$ cat src/rtl/cac_fns_decoder.sv
// Bit-serial decoder for Fibonacci-numeral-system CAC codewords: sums code[i]*F(i)
// one bit per cycle and flags words containing adjacent ones (non-Zeckendorf).
//
// state  | meaning
// IDLE   | in_ready high, waiting for a codeword
// RUN    | accumulating one codeword bit per cycle, LSB first
// DONE   | out_valid high, result held until out_ready
module cac_fns_decoder #(
  parameter int CW = 8,
  parameter int BW = 6
) (
  input  logic          clock,
  input  logic          rst_n,
  input  logic [CW-1:0] code_in,
  input  logic          in_valid,
  output logic          in_ready,
  output logic [BW-1:0] data_out,
  output logic          err_out,
  output logic          out_valid,
  input  logic          out_ready
);

  localparam int CNTW = (CW > 2) ? $clog2(CW) : 1;
  localparam logic [CNTW-1:0] CNT_LAST = CNTW'(CW - 1);

  typedef enum logic [1:0] {
    S_IDLE = 2'd0,
    S_RUN  = 2'd1,
    S_DONE = 2'd2
  } state_t;

  state_t          state;
  logic [CW-1:0]   code_q;
  logic [BW-1:0]   acc;
  logic [BW-1:0]   w;
  logic [BW-1:0]   wp;
  logic [CNTW-1:0] cnt;
  logic            prev;
  logic            err;

  logic [BW-1:0]   acc_nx;
  logic            err_nx;

  // code_q shifts right, so bit 0 is always the bit of weight w
  always_comb begin
    acc_nx = acc;
    if (code_q[0]) acc_nx = acc + w;
    err_nx = err | (code_q[0] & prev);
  end

  always_ff @(posedge clock) begin
    if (!rst_n) begin
      state     <= S_IDLE;
      in_ready  <= 1'b1;
      out_valid <= 1'b0;
      data_out  <= '0;
      err_out   <= 1'b0;
      code_q    <= '0;
      acc       <= '0;
      w         <= '0;
      wp        <= '0;
      cnt       <= '0;
      prev      <= 1'b0;
      err       <= 1'b0;
    end else begin
      case (state)
        S_IDLE: begin
          if (in_valid && in_ready) begin
            code_q   <= code_in;
            acc      <= '0;
            w        <= BW'(1);
            wp       <= BW'(1);
            cnt      <= '0;
            prev     <= 1'b0;
            err      <= 1'b0;
            in_ready <= 1'b0;
            state    <= S_RUN;
          end
        end
        S_RUN: begin
          acc    <= acc_nx;
          err    <= err_nx;
          prev   <= code_q[0];
          w      <= w + wp;
          wp     <= w;
          cnt    <= cnt + CNTW'(1);
          code_q <= code_q >> 1;
          if (cnt == CNT_LAST) begin
            data_out  <= acc_nx;
            err_out   <= err_nx;
            out_valid <= 1'b1;
            state     <= S_DONE;
          end
        end
        S_DONE: begin
          if (out_ready) begin
            out_valid <= 1'b0;
            in_ready  <= 1'b1;
            state     <= S_IDLE;
          end
        end
        default: begin
          out_valid <= 1'b0;
          in_ready  <= 1'b1;
          state     <= S_IDLE;
        end
      endcase
    end
  end

endmodule
$ cat config.mk
export PLATFORM = sky130hd
export DESIGN_NAME = cac_fns_decoder
export DESIGN_NICKNAME = d
export VERILOG_FILES = /design/src/rtl/cac_fns_decoder.sv
export SDC_FILE = /design/constraint.sdc
export NUM_CORES = 1
export LEC_CHECK = 0
export BUFFER_PORTS_ARGS = -buffer_cell sky130_fd_sc_hd__buf_2
export CORE_MARGIN = 3
export CORE_UTILIZATION = 30
export DETAILED_ROUTE_END_ITERATION = 8
export SLEW_MARGIN = 15
export SYNTH_ARGS = -nofsm -noshare
export SYNTH_HDL_FRONTEND = slang
export SYNTH_SLANG_ARGS = --single-unit
export TNS_END_PERCENT = 10
$ cat constraint.sdc
create_clock -name clock -period 2 [get_ports clock]
set_input_delay 0 -clock clock [delete_from_list [all_inputs] [get_ports clock]]
set_output_delay 0 -clock clock [all_outputs]
set_load 0.01 [all_outputs]
## After elaboration in Yosys (flattened, before gate mapping)

Index checks and enable logic that the tools add are counted.
Widths: inputs -> output; s select.

- Logic and storage cells: 55
- Output and inout port bits: 9
- Input port bits: 12
- Register bits: 42

- Muxes and demuxes: 22
- Add/sub/neg operators: 3
- Eq/ne operators: 6
- Bitwise gates (word level): 4
- Reduce and logical (&&, ||, !) cells: 8

Operators by type and width:

| kind | number |
|---|---|
| $pmux 6 s2 | 3 |
| $mux 6 | 3 |
| $pmux 8 s2 | 1 |
| $add 6x6->6 | 2 |
| $reduce_and 3->1 | 3 |
| $mux 8 | 1 |
| $mux 2 | 3 |
| $ne 2x2->1 const B | 3 |
| $pmux 1 s3 | 2 |
| $pmux 2 s3 | 1 |
| $pmux 3 s2 | 1 |
| $mux 1 | 4 |
| $pmux 1 s2 | 2 |
| $reduce_and 2->1 | 2 |
| $add 3x1->3 const B | 1 |
| $eq 3x3->1 const B | 1 |
| $mux 3 | 1 |
| $eq 2x1->1 const B | 1 |
| $eq 2x2->1 const B | 1 |
| $logic_not 2->1 | 1 |
| $not 1->1 | 2 |
| $reduce_bool 2->1 | 1 |
| $and 1x1->1 | 1 |
| $logic_and 1x1->1 | 1 |
| $or 1x1->1 | 1 |

## Logic depth before layout (Yosys ltp)

- Depth after elaboration: 3
- Mapped depth: 8
- Mapped depth without buffers: 7

## Worst setup path before layout

No wires, ideal clock.

- Path type: register to register
- From: reg w[1]
- To: reg w[5]
- Slack: 277 ps
- Data arrival time: 1608 ps
- Setup time: 115 ps
- Stages on the path, launching flop included: 7
- Clock period less this slack: 1723 ps
- Path buffers: 0
- Data required time: 1885 ps
- Cells stage by stage: dfxtp_1 ha_1 a211oi_1 or4b_4 nand4_1 a21boi_1 o21a_1

- Word-level cells in the longest chain between the ends: 2

Ends and longest elaborated chain:

| what | line | source |
|---|---|---|
| start: declaration | 35 | `logic [BW-1:0] w;` |
| start signal: assignment | 84 | `w <= w + wp;` |
| $add 6x6->6 | 84 |  |
| $pmux 6 s2 | 66 | `case (state)` |

No other way between the ends.
A chain may end at the register's enable or synchronous reset.

## Worst setup path in the final report

- From: reg w[0]
- To: reg data_out[4]

- Word-level cells in the longest chain between the ends: 2

Ends and longest elaborated chain:

| what | line | source |
|---|---|---|
| $add 6x6->6 | 47 | `if (code_q[0]) acc_nx = acc + w;` |
| $mux 6 | 47 |  |
| end signal: assignment | 89 | `data_out <= acc_nx;` |
| end: declaration | 17 | `output logic [BW-1:0] data_out,` |

No other way between the ends.

==> impl_metrics.toml <==
[die]
die_area_um2 = 8141
io_pins = 21
core_area_um2 = 6832
die-width_um = 90.23
start_util_pct = 31.15
row_count = 30
die_h_um = 90.23

[global_route]
grtUsageTotal_pct = 12.16
antenna_found_initial = 0
grt_pass1_vias = 1734
grt_pass1_wl_um = 8135
grt_start_max_net_pins = 27
grt.overflow.total = 0

[routing]
avgViaCountPerCell = 4.888
num_vias = 1740
ant_nets = 0
drc = 0
drtPass1Iterations = 4
wl_per_cell_um = 13.02
wl_um = 4636
drtIter0Drc = 143

[worst_hold_path]
hold_start = "out_ready"
hold_class = "in -> reg"
min_path_cells = 3
holdPathEnd = "out_valid"

[clocking]
post_cts.repair.setup_buffers = 0
cts_tree = "built"
worstSkewPairLatency_ps = 300
clkSlewWorstSetupHoldPaths_ps = 90
clock-sinks = 42
cts_buffer_depth = 2
cts_inserted_buffers = 5
cts_root_buffer = "clkbuf_8"
cts.htree.levels = 2

[setup_path]
crit_path_max_fanout = 4
r2r-end = "data_out[4]"
crit_type = "reg -> reg"
critical_path.max_stage_delay_ps = 420
worstPathCellList = "ha_1 > fa_1 > a21o_1 > a21oi_1 > xnor2_1 > mux2i_1 > a21oi_1"
path_common_cell = "a21oi_1"
critPathLaunchType = "register"
cp-end-kind = "register"
rr_worst_depth = 7
r2r_slack_ps = 160
cp_slowest_cell = "fa_1"
crit_arrival_ps = 2010
required_ps = 2170
rr_startpoint = "w[0]"

[layout]
final_area_um2 = 2479
num_antenna_cells = 0
area_growth_pct = 16.46
fin_nets = 285
drive_above_1_share_pct = 16.54

[placed_design]
port_buffers = 20
gp_congestion = 0.7238
place_ws_ps = 153.7
dpl.hpwl_um = 3176
place_area_um2 = 2298

[sta]
relSlewSlack_pct = 67.25
slew_violations = 0
clock_skew_ps = 9.090
fin_tns_setup_ps = 0
worst_slack_ps = 155.2
finalSetupViolCount = 0
finalCriticalPeriod_ps = 1845
fin_crit_sh_pct = 92.24
tightestPinTransition_ps = 491.2
max_freq_mhz = 542.1
rsz0062_at_grt = "no"
final_hold_viol_count = 0

[pwr]
powerDensity_nw_per_um2 = 713.6
ir_drop_v = 0.0003930
swShare_pct = 25.54
power_switching_uw = 451.7
internal_power_mw = 1.317
clockPowerShare_pct = 38.0
seqPwrFrac_pct = 50.4
p_leak_nw = 1.014
combPwrFrac_pct = 11.5

[synth]
ys_warn_count = 0
synth_edf_count = 0
ys_types = 44
synthCells = 235
syn-mean-instance-area_um2 = 9.057
ys_seq_area_share_pct = 39.51
syn_nets = 261
synthArstFlopShare_pct = 0
synth_seq_cells = 42
syn_area_um2 = 2128
ys.flop_type = "dfxtp_1"

[run]
cap_violations = 0

[outcome]
status = "finished, final reports clean"
==> layer usage <==
layer	up-vias	GRT usage [%]	routed length, um	share of wire (%)
li1	907	-	-	-
met1	805	15.30	2254	49
met2	23	19.79	2152	46
met3	5	3.264	173	3.7
met4	0	4.719	55	1.2
met5	-	0	0	0
==> worst max-delay path: cells and delay by family, from the launching register on <==
| kind | cells | cell delay [ps] |
|---|---|---|
| compound gates | 3 | 450 |
| xor+xnor | 1 | 100 |
| fa+ha+maj | 2 | 650 |
| flops | 1 | 340 |
| mux | 1 | 180 |
==> registers in the layout, summed over array words and instances, names as in the netlist <==
name	count
cnt	3
err	1
data_out	6
prev	1
wp	6
out_valid	1
err_out	1
in_ready	1
state	2
code_q	8
acc	6
w	6
==> final cells by class <==
class	instances	area [um2]
Fill cell	707	4353
Multi-Input combinational cell	173	1177
Sequential cell	42	842.1
Timing Repair Buffer	33	215.2
Tap cell	96	120.1
Clock buffer	5	68.82
Clock inverter	3	40.04
Inverter	4	15.01
==> stage by stage <==
step / hold WS [ps] / utilization, % / instances / total power [mW]
floorplan: 128.2 / - / 235 / 1.053
global placement: 271.4 / 33.64 / 341 / 1.103
detailed placement: 278.8 / 33.64 / 341 / 1.106
CTS: 11.24 / 36.26 / 356 / 1.785
global route: 23.43 / 36.28 / 356 / 1.847
finish: 16.25 / 36.28 / 356 / 1.769
==> synth_stat cells (all sizes together) (6+ instances only) <==
cell type,n,area (um2)
dfxtp,42,840.8
a311oi,9,85.08
a211oi,6,45.04
ha,12,150.1
a21oi,13,65.06
a22oi,13,97.59
nor2,33,126.4
nor2b,7,51.30
nand2,20,75.07
mux2i,6,60.06
buf,13,83.83
o21ai,11,55.05
==> power groups by stage <==
stage / combinational (mW) / sequential [mW] / clock, mW
after floorplan: 0.150 / 0.903 / 0
final: 0.204 / 0.892 / 0.673
after detailed placement: 0.194 / 0.911 / 0
after CTS: 0.206 / 0.892 / 0.687
after global placement: 0.192 / 0.911 / 0
after global routing: 0.231 / 0.898 / 0.718
==> layout by cell type (no fill, tap or decap), types with 2 or more instances in the layout <==
cell type,synthesis,routed
xnor2_1,5,5
a22oi_1,13,13
clkinv_2,0,2
a21oi_1,13,13
nor2_1,32,32
fa_1,2,2
buf_2,10,20
and3_1,2,2
and2_1,2,2
buf_4,0,6
a32oi_1,4,4
clkbuf_8,0,5
dfxtp_1,42,41
o21a_1,2,2
dlygate4sd3_1,0,7
mux2i_1,6,6
inv_1,3,3
nor3b_1,2,2
a211oi_1,6,6
a21o_1,3,3
nand2_1,20,20
a31oi_1,2,2
nand3b_1,3,3
nand4_1,2,2
o21ai_1,4,4
a311oi_1,8,8
ha_1,12,12
o221a_2,2,2
o21ai_0,7,7
nor2b_1,6,6
==> kinds of logic after synthesis <==
logic type	after synthesis	share of synthesized area [%]
DFF	42	39.51
and+or+nand+nor	76	17.34
adders and majority gates	14	8.936
muxes	6	2.822
AOI/OAI and AO/OA	71	23.75
xor gates and xnor gates	6	2.469
buffers and inverters	20	5.173
==> what timing repair did <==
action / 4_1_cts / 5_1_grt
gates resized for setup: 0 / 1
hold buffers: 7 / 0
hold endpoints to repair: 7 / 0
setup endpoints to repair: 0 / 1
==> worst max-delay path by stage <==
| stage | startpoint | end | slack (ps) | cells past startpoint |
|---|---|---|---|---|
| after floorplan | w[1] | w[5] | 280 | 6 |
| final | w[0] | data_out[4] | 160 | 7 |
| after CTS | w[0] | data_out[4] | 130 | 7 |
| after global routing | w[0] | data_out[4] | 10 | 7 |
| after global placement | w[0] | data_out[4] | 170 | 7 |
| after detailed placement | w[0] | data_out[4] | 150 | 7 |
(Power assumes the default switching activity.)
